--- src/rtl/mem_ctrl_pkg.sv ---
// Shared definitions for the memory controller: FSM state encoding and bus word width.
package mem_ctrl_pkg;

  localparam int WORD_W = 16;

  typedef enum logic [1:0] {
    IDLE   = 2'd0,
    ACCESS = 2'd1,
    DONE   = 2'd2
  } state_t;

endpackage

--- src/rtl/mux16_2to1.sv ---
// Two-input word multiplexer; D_IN1 is selected when SEL is high.
module mux16_2to1
  import mem_ctrl_pkg::*;
(
  input  logic              SEL,
  input  logic [WORD_W-1:0] D_IN0,
  input  logic [WORD_W-1:0] D_IN1,
  output logic [WORD_W-1:0] D_OUT
);

  assign D_OUT = SEL ? D_IN1 : D_IN0;

endmodule

--- src/rtl/mem_ctrl.sv ---
// MAR/MDR memory interface controller: runs one bus access per MIO_EN request,
// with an ACK handshake to memory and a wait-cycle timeout.
module mem_ctrl
  import mem_ctrl_pkg::*;
#(
  parameter int WAIT_MAX = 15
) (
  input  logic              CLK,
  input  logic              RESET,
  input  logic [WORD_W-1:0] BUS_IN,
  input  logic              LD_MAR,
  input  logic              LD_MDR,
  input  logic              MIO_EN,
  input  logic              R_W,
  output logic [WORD_W-1:0] MAR_OUT,
  output logic [WORD_W-1:0] MDR_OUT,
  output logic              R,
  output logic              ERR,
  output logic              MEM_REQ,
  output logic              MEM_WE,
  output logic [WORD_W-1:0] MEM_ADDR,
  output logic [WORD_W-1:0] MEM_WDATA,
  input  logic [WORD_W-1:0] MEM_RDATA,
  input  logic              MEM_ACK
);

  localparam logic [7:0] LP_WAIT_LAST = 8'(WAIT_MAX - 1);

  state_t            r_state;
  state_t            w_next;
  logic [WORD_W-1:0] r_mar;
  logic [WORD_W-1:0] r_mdr;
  logic [WORD_W-1:0] w_mdr_d;
  logic [7:0]        r_wait;
  logic              r_we;
  logic              r_err;
  logic              w_in_idle;
  logic              w_in_access;
  logic              w_timeout;
  logic              w_rd_cap;
  logic              w_ld_mdr;

  assign w_in_idle   = (r_state == IDLE);
  assign w_in_access = (r_state == ACCESS);
  // ACK wins over timeout when both land on the last allowed wait cycle.
  assign w_timeout   = w_in_access && !MEM_ACK && (r_wait == LP_WAIT_LAST);
  assign w_rd_cap    = w_in_access && MEM_ACK && !r_we;
  assign w_ld_mdr    = (w_in_idle && LD_MDR) || w_rd_cap;

  mux16_2to1 u_mdr_mux (
    .SEL   (w_rd_cap),
    .D_IN0 (BUS_IN),
    .D_IN1 (MEM_RDATA),
    .D_OUT (w_mdr_d)
  );

  always_comb begin
    w_next = r_state;
    case (r_state)
      IDLE:    if (MIO_EN) w_next = ACCESS;
      ACCESS:  if (MEM_ACK || w_timeout) w_next = DONE;
      DONE:    if (!MIO_EN) w_next = IDLE;
      default: w_next = IDLE;
    endcase
  end

  always_ff @(posedge CLK) begin
    if (RESET) begin
      r_state <= IDLE;
      r_mar   <= '0;
      r_mdr   <= '0;
      r_wait  <= '0;
      r_we    <= 1'b0;
      r_err   <= 1'b0;
    end else begin
      r_state <= w_next;
      if (w_in_idle && LD_MAR) r_mar <= BUS_IN;
      if (w_ld_mdr) r_mdr <= w_mdr_d;
      if (w_in_idle && MIO_EN) begin
        r_we   <= R_W;
        r_wait <= '0;
        r_err  <= 1'b0;
      end else if (w_in_access) begin
        if (!MEM_ACK && (r_wait != 8'hFF)) r_wait <= r_wait + 8'd1;
        if (w_timeout) r_err <= 1'b1;
      end
    end
  end

  // Memory-side outputs are decoded from state so they vanish outside ACCESS.
  assign MEM_REQ   = w_in_access;
  assign MEM_WE    = w_in_access && r_we;
  assign MEM_ADDR  = w_in_access ? r_mar : '0;
  assign MEM_WDATA = w_in_access ? r_mdr : '0;
  assign R         = (r_state == DONE);
  assign ERR       = r_err;
  assign MAR_OUT   = r_mar;
  assign MDR_OUT   = r_mdr;

endmodule

--- config.mk ---
export PLATFORM = sky130hd
export DESIGN_NAME = mem_ctrl
export DESIGN_NICKNAME = d
export VERILOG_FILES = /design/src/rtl/mem_ctrl_pkg.sv /design/src/rtl/mux16_2to1.sv /design/src/rtl/mem_ctrl.sv
export SDC_FILE = /design/constraint.sdc
export NUM_CORES = 1
export LEC_CHECK = 0
export CORE_UTILIZATION = 41
export CTS_CLUSTER_DIAMETER = 80
export CTS_CLUSTER_SIZE = 10
export DETAILED_ROUTE_END_ITERATION = 6
export GPL_TIMING_DRIVEN = 1
export PLACE_DENSITY_LB_ADDON = 0.05
export SLEW_MARGIN = 0
export SYNTH_ARGS = -nofsm -noshare
export SYNTH_HDL_FRONTEND = slang
export SYNTH_SLANG_ARGS = --single-unit
--- constraint.sdc ---
create_clock -name CLK -period 1.5 [get_ports CLK]
set_input_delay 0.225 -clock CLK [delete_from_list [all_inputs] [get_ports CLK]]
set_output_delay 0.225 -clock CLK [all_outputs]
set_load 0.02 [all_outputs]
**Yosys cells after proc, flatten, opt, wreduce, memory -nomap -nowiden**

Index checks and enable logic that the tools add are counted.

- Bits in registers: 44
- Latch bits: 0
- RAM bits: 0
- Bits in read-only memories: 0
- Input bits: 39
- Output and inout port bits: 68
- Logic and storage cells: 39
- Memories kept: 0

- Add/subtract/negate cells: 1
- Multiply operators: 0
- Divide/modulo/power cells: 0
- Magnitude comparators: 0
- Equal/unequal tests: 7
- Shift-type cells: 0
- Muxes and demuxes: 7
- Bitwise logic cells: 0
- Reductions and logical operators: 18

Operators by type and width:

| kind | count |
|---|---|
| $mux 16 | 3 |
| $logic_and 1x1->1 | 9 |
| $add 8x1->8 const B | 1 |
| $eq 8x4->1 const B | 1 |
| $ne 8x8->1 const B | 1 |
| $mux 2 | 3 |
| $pmux 2 s3 | 1 |
| $ne 2x2->1 const B | 2 |
| $reduce_and 2->1 | 2 |
| $reduce_and 3->1 | 1 |
| $eq 2x1->1 const B | 1 |
| $eq 2x2->1 const B | 1 |
| $logic_not 1->1 | 2 |
| $logic_not 2->1 | 1 |
| $logic_or 1x1->1 | 2 |
| $ne 2x1->1 const B | 1 |
| $reduce_or 2->1 | 1 |

**Longest topological paths before layout**

Gate-level depths: netlist of the first run.

- Word-level depth: 6
- Mapped depth: 6
- Gate-level depth less buffers: 4

**Modules after synthesis**

From an unflattened synthesis of the first run, not the netlist that was laid out.

- Cells, all modules: 272
- Area, all modules: 2397.3 sq um

By module, submodules not included:

| module | instances | cells an instance | area each (sq um) | sequential area each (sq um) |
|---|---|---|---|---|
| mem_ctrl | 1 | 254 | 2148.3 | 880.8 |
| mux16_2to1 | 1 | 18 | 249.0 | 0.0 |

**Least setup slack after synthesis of the first run**

No wires, ideal clock.

- Path type: reg-to-output
- Start: register r_state[0]
- End: output MEM_WDATA[10]
- Arrival: 1.464 ns
- Path slack: -0.189 ns
- Cell stages (with the launch flop): 5
- Cell sequence: dfxtp_1 -> buf_2 -> nor2b_1 -> clkbuf_1 -> and2_1

- Word-level cells in the longest chain between the ends: 2

Ends and longest elaborated chain:

| what | line | source |
|---|---|---|
| start: declaration | mem_ctrl.sv:29 | `state_t r_state;` |
| start signal: assignment | mem_ctrl.sv:76 | `r_state <= w_next;` |
| $eq 2x1->1 | mem_ctrl.sv:44 | `assign w_in_access = (r_state == ACCESS);` |
| via MEM_REQ | mem_ctrl.sv:19 | `output logic MEM_REQ,` |
| $mux 16 | mem_ctrl.sv:94 | `assign MEM_WDATA = w_in_access ? r_mdr : '0;` |
| end: declaration | mem_ctrl.sv:22 | `output logic [WORD_W-1:0] MEM_WDATA,` |

The timed path passes the listed nets, and every way through them passes these cells.

**Worst setup path after layout of the first run**

- Start: register r_state[0]
- End: output MEM_WDATA[8]

- Word-level cells in the longest chain between the ends: 2

Ends and longest elaborated chain:

| what | line |
|---|---|
| $eq 2x1->1 | mem_ctrl.sv:44 |
| $mux 16 | mem_ctrl.sv:94 |

No other way between the ends.

==> results of run 1 <==
routing by layer:
layer	wire, um	GRT usage [%]	vias to the layer above	share of wire, %
met4	164	11.7	0	2.3
met1	3020	32.4	1095	42
met5	0	0	-	0
met2	3610	40.4	76	50
met3	373	5.03	15	5.2
li1	-	-	1150	-
cells in the final DEF (no fill, tap or decap), types with 2 or more instances in the layout:
master,count
mux2i_1,17
buf_6,41
nor2_1,20
dlygate4sd2_1,31
nor4_1,2
mux2i_2,3
and2_4,33
a41oi_1,3
and4_1,4
a211oi_1,15
a211oi_2,6
nand2_1,34
dlymetal6s2s_1,2
nand4_1,2
buf_12,3
nand3_1,6
buf_4,18
or3b_4,3
clkbuf_8,6
clkdlybuf4s50_1,38
dfxtp_1,42
a21oi_1,18
clkinv_2,2
nand3b_1,2
buf_8,5
inv_1,4
layout make-up:
cell class                      count  area, sq um
Timing Repair Buffer              140         1440
Clock buffer                        6         82.6
Inverter                            4         15.0
Tap cell                           70         87.6
Fill cell                         414         1250
Sequential cell                    44          886
Multi-Input combinational cell    188         1370
Clock inverter                      2         10.0
power groups by stage:
stage / Clock (mW) / Combinational (mW) / Sequential (mW)
finish: 0.785 / 0.874 / 1.31
global placement: 0 / 0.746 / 1.32
CTS: 0.794 / 0.809 / 1.30
floorplan: 0 / 0.295 / 1.40
detailed placement: 0 / 0.752 / 1.33
global route: 0.840 / 0.928 / 1.32
critical path: cells and delay by family, from the launching register on:
family | cells | cell delay [ns]
buffers and inverters | 3 | 0.37
DFF | 1 | 0.36
and+or+nand+nor | 2 | 0.34
what timing repair did:
| action | in CTS | in global routing |
|---|---|---|
| pin swaps | 11 | 16 |
| setup endpoints to repair | 66 | 57 |
| gates resized for setup | 279 | 34 |
| endpoints found under the hold margin | 0 | 0 |
| setup buffers | 5 | 5 |
| gates cloned | 5 | 1 |
stage by stage:
step                      power, mW  setup WS [ns]  TNS (ns)  std cells  util (%)
after detailed placement       2.08         -0.240     -8.73        430      66.5
after global routing           3.08         -0.139     -5.04        454      75.8
after CTS                      2.90        -0.0595     -1.17        448      72.3
final                          2.96         -0.101     -2.60        454      75.8
after floorplan                1.69         0.0296         0        258         -
after global placement         2.07         -0.212     -7.79        430      66.5
sequential cells by signal (all words and copies together) (netlist names):
signal	cells
ERR	1
r_we	1
r_state	2
MAR_OUT	16
MDR_OUT	16
r_wait	8
cell families after synthesis:
logic type / count (synthesis)
flip-flops: 44
buffers and inverters: 26
adder cells (fa/ha/maj): 2
multiplexers: 20
AO/OA/AOI/OAI: 47
AND/OR/NAND/NOR: 119
how the worst min path moves through the flow:
stage	from	endpoint	slack, ns	cells past startpoint
6_report	MAR_OUT[10]	MAR_OUT[10]	0.48	2
5_1_grt	MAR_OUT[2]	MAR_OUT[2]	0.50	2
4_1_cts	MAR_OUT[6]	MAR_OUT[6]	0.48	2
3_5_place_dp	MAR_OUT[4]	MAR_OUT[4]	0.46	2
3_3_place_gp	MAR_OUT[4]	MAR_OUT[4]	0.45	2
2_1_floorplan	MEM_ACK	r_state[1]	0.36	2
==> flow_summary.toml, run 1 <==
[run_status]
outcome = "finished with violations"
violations = "negative setup slack"

[synthesis]
ys.flop_type = "dfxtp_1"
synthAdderAreaFrac_pct = 1.13
synth_top_family_by_area = "simple AND/OR/NAND/NOR gates"
synthCells = 258
syn_area_sq_um = 2210
ys_ff_latch = 44
synthTopCellsByCount = "dfxtp_1, and2_1, nand2_1"
seq_area_frac_synth_pct = 39.8
synth.most_common_cell = "dfxtp_1"
ys_warn_count = 0
synthArstFlopShare_pct = 0
synth.top_cell.area_share_pct = 39.8
synth_compound_area_share_pct = 14.5
synth_cell_types = 38
synth_area_per_cell_sq_um = 8.58
synth_area_leaders = "dfxtp_1, and2_1, mux2i_1"
muxShareOfSynthArea_pct = 9.04
synth_nets = 299
synthSimpleGateAreaFrac_pct = 29.7
synth_edf_count = 0
synth_largest_area_cell = "dfxtp_1"
synthXorXnorAreaFrac_pct = 0

[clocking]
cts_buffers = 5
cts_max_level = 2
cts_tree = "built"
clk_latency_ns = 0.30
clkSlewWorstSetupHoldPaths_ns = 0.08
cts_hold_buf = 0
cts_num_sinks = 44
cts_root_buffer = "clkbuf_8"
cts_buffer_depth = 2

[timing]
final.min_clock_period_ns = 1.60
fin_worst_skew_ns = 0.00606
maxSlewHeadroom_pct = 77.0
worst_pin_slew_ns = 0.345
post-route-period-util_pct = 107
hold_violations = 0
slew_viol_final = 0
worst_hold_slack_ns = 0.477
rsz0062_at_grt = "yes"
max_freq_mhz = 625
setup_violations = 34
setup_ws_ns = -0.101

[power]
combinationalPowerShare_pct = 29.5
power_switching_uw = 893
clkPwrFrac_pct = 26.5
swShare_pct = 30.1
powerDensity_nw_per_um2 = 761
intPower_mw = 2.07
static-leakage-power_nw = 1.75
pwr-share-seq_pct = 44.0
ir_drop_mv = 0.470

[floorplanning]
die_h_um = 75.5
dieArea_sq_um = 5700
die_width_um = 75.5
fp-row-count = 26
start_util_pct = 43.1
io_pins = 107
core_area_sq_um = 5140

[route]
drt_iter0_drc = 79
avgRoutedWirePerCell_um = 15.8
final_antenna_net_count = 0
drc_errors = 0
via_count = 2336
via_per_inst = 5.15
routed_wl_um = 7170
first_pass_iters = 4

[grt]
grt_pass1_vias = 2152
grt_max_degree = 33
track_usage_pct = 25.1
grt.overflow.total = 0
antenna_found_initial = 0
grt_pass1_wl_um = 10500

[setup_path]
cp.arrival_ns = 1.38
reg2regPathDepth = 4
r2r_start = "r_state[1]"
crit_end = "MEM_WDATA[8]"
required_ns = 1.27
worst-r2r-setup-slack_ns = -0.03
r2r-end = "r_wait[7]"
cp_cell_sequence = "nor2b_4 > buf_12 > buf_8 > and2_4 > buf_6"
slowest_stage = "dfxtp_2"
crit_start = "r_state[0]"
cp_max_fo = 5
end_kind = "primary output"
crit_path_max_incr_delay_ns = 0.36
start_kind = "flip-flop"
crit_type = "reg -> out"

[finish]
finish.net_count = 424
synthToLayoutAreaGrowth_pct = 75.9
design_area_sq_um = 3890
diodes = 0
drive_above_1_share_pct = 34.4

[flow_run]
cap_violations = 0

[hold_path]
hold_path.class = "reg -> reg"

[placed_design]
hpwl_um = 4530
detailed_place.area_sq_um = 3420
routabilityCongestion = 0.779
io_buffer_count = 106
No activity file was read; power rests on OpenSTA's default activity.
==> run 2: changes to the inputs <==
Settings changed: REMOVE_ABC_BUFFERS set to 1.
==> run 2 against run 1 <==
- die area is the same
- clock power shrank 14%
- the flow still finishes with violations (negative setup slack)
- first-iteration DRC count grew 20%
- sequential share of layout area shrank 0.32 points
- final area grew 1.4%
- global-route usage shrank 2.1 points
- largest cell class unchanged
- highest routed layer unchanged
- maximum frequency grew 3.6%
==> flow_summary.toml, run 2 (synthesized netlist as in run 1, its figures left out) <==
[finish]
final_cell_mix = "buf_6, dfxtp_1, clkdlybuf4s50_1"
fillCellCount = 366
regArea_sq_um = 886
diodes = 0
final_common_cell = "buf_6"
drive_above_1_share_pct = 32.8
synthToLayoutAreaGrowth_pct = 78.5
multi_input_area_sq_um = 1380
finish.net_count = 427

[grt]
track_usage_pct = 23.0
grt_pass1_wl_um = 9790
grt_max_degree = 31
grt.overflow.total = 0
antenna_found_initial = 0
grt_pass1_vias = 2015

[timing]
setup_ws_ns = -0.0446
max_freq_mhz = 647
post-route-period-util_pct = 103
setup_violations = 38
hold_violations = 0
rsz0062_at_grt = "yes"
worst_hold_slack_ns = 0.475
slew_viol_final = 0
worst_pin_slew_ns = 0.337
maxSlewHeadroom_pct = 77.5
fin_worst_skew_ns = 0.00523
final.min_clock_period_ns = 1.54

[floorplanning]
io_pins = 107
fp-row-count = 26
die_h_um = 75.5
core_area_sq_um = 5140
dieArea_sq_um = 5700
start_util_pct = 43.1
die_width_um = 75.5

[hold_path]
worstHoldStart = "MAR_OUT[2]"
hold_path.class = "reg -> reg"

[clocking]
cts_num_sinks = 44
cts_tree = "built"
cts_root_buffer = "clkbuf_8"
cts_max_level = 2
clk_latency_ns = 0.29
clkSlewWorstSetupHoldPaths_ns = 0.08
cts_buffers = 5
cts_buffer_depth = 2

[setup_path]
worst-path-buf-inv = 3
crit_type = "reg -> out"
cp_common_cell = "buf_6"
cp_max_fo = 7
crit_family = "buffers and inverters"
slowest_stage = "dfxtp_2"
end_kind = "primary output"
crit_path_max_incr_delay_ns = 0.35
cp_cell_sequence = "nor2b_4 > buf_12 > buf_6 > and2_4 > buf_6"
r2r_start = "r_wait[0]"
cp.arrival_ns = 1.32
crit_start = "r_state[0]"
start_kind = "flip-flop"
required_ns = 1.27

[route]
drc_errors = 0
avgRoutedWirePerCell_um = 15.6
final_antenna_net_count = 0
via_per_inst = 5.19
routed_wl_um = 7090
first_pass_iters = 4
via_count = 2357
drt_iter0_drc = 95

[flow_run]
cap_violations = 0

[run_status]
violations = "negative setup slack"
outcome = "finished with violations"

[power]
powerDensity_nw_per_um2 = 724
ir_drop_mv = 0.486
static-leakage-power_nw = 1.97

[placed_design]
io_buffer_count = 106
routabilityCongestion = 0.954
hpwl_um = 4500
place_ws_ns = -0.239
## run 2: path summary, 6_finish.rpt
path,to,slack (ns),depth (start not counted)
max,MEM_WDATA[7],-0.04,5
min,MAR_OUT[2],0.48,2
max reg2reg,r_wait[7],-0.04,4
min reg2reg,MAR_OUT[2],0.48,2
## run 2: repair_timing
action | 4_1_cts | 5_1_grt
resized for setup | 257 | 47
setup buffers | 5 | 1
pin swaps | 3 | 17
gates cloned | 4 | 3
endpoints found under the setup margin | 50 | 84
hold buffers | 0 | 0
## run 2: worst min-delay path, cell delays in order (launching register included)
cell     delay, ns
dfxtp_1       0.32
nand2_1       0.05
a21oi_1       0.06
## run 2: routing by layer
metal	share of wire, %	wire length (um)	GRT usage [%]	vias up
li1	-	-	-	1154
met3	7.1	505	5.56	9
met1	42	3000	29.0	1105
met5	0	0	0	-
met4	0.83	59	5.14	0
met2	50	3520	39.9	89
## run 2: where the power goes
group          internal (mW)  switching, mW  leakage (nW)
Clock                  0.301          0.374        0.0359
Sequential              1.24         0.0602         0.362
Combinational          0.471          0.410          1.57
Total                   2.01          0.845          1.97
## run 2: area by class of cell
type	instances	share of cell area [%]
sequential	44	22.4
timing repair buffer	143	38.2
multi-input combinational	188	35.0
clock buffer	5	1.74
tap	70	2.22
inverter	4	0.380
## run 2: per-stage QoR
stage / power [mW] / instances / utilization, % / instance area (sq um) / setup TNS, ns
floorplan: 1.65 / 236 / - / 2100 / -27.62
global placement: 2.07 / 436 / 67.4 / 3460 / -6.94
detailed placement: 2.09 / 436 / 67.4 / 3460 / -9.03
CTS: 2.83 / 450 / 72.8 / 3740 / -0.433
global route: 2.98 / 454 / 76.9 / 3950 / -3.59
finish: 2.86 / 454 / 76.9 / 3950 / -1.10
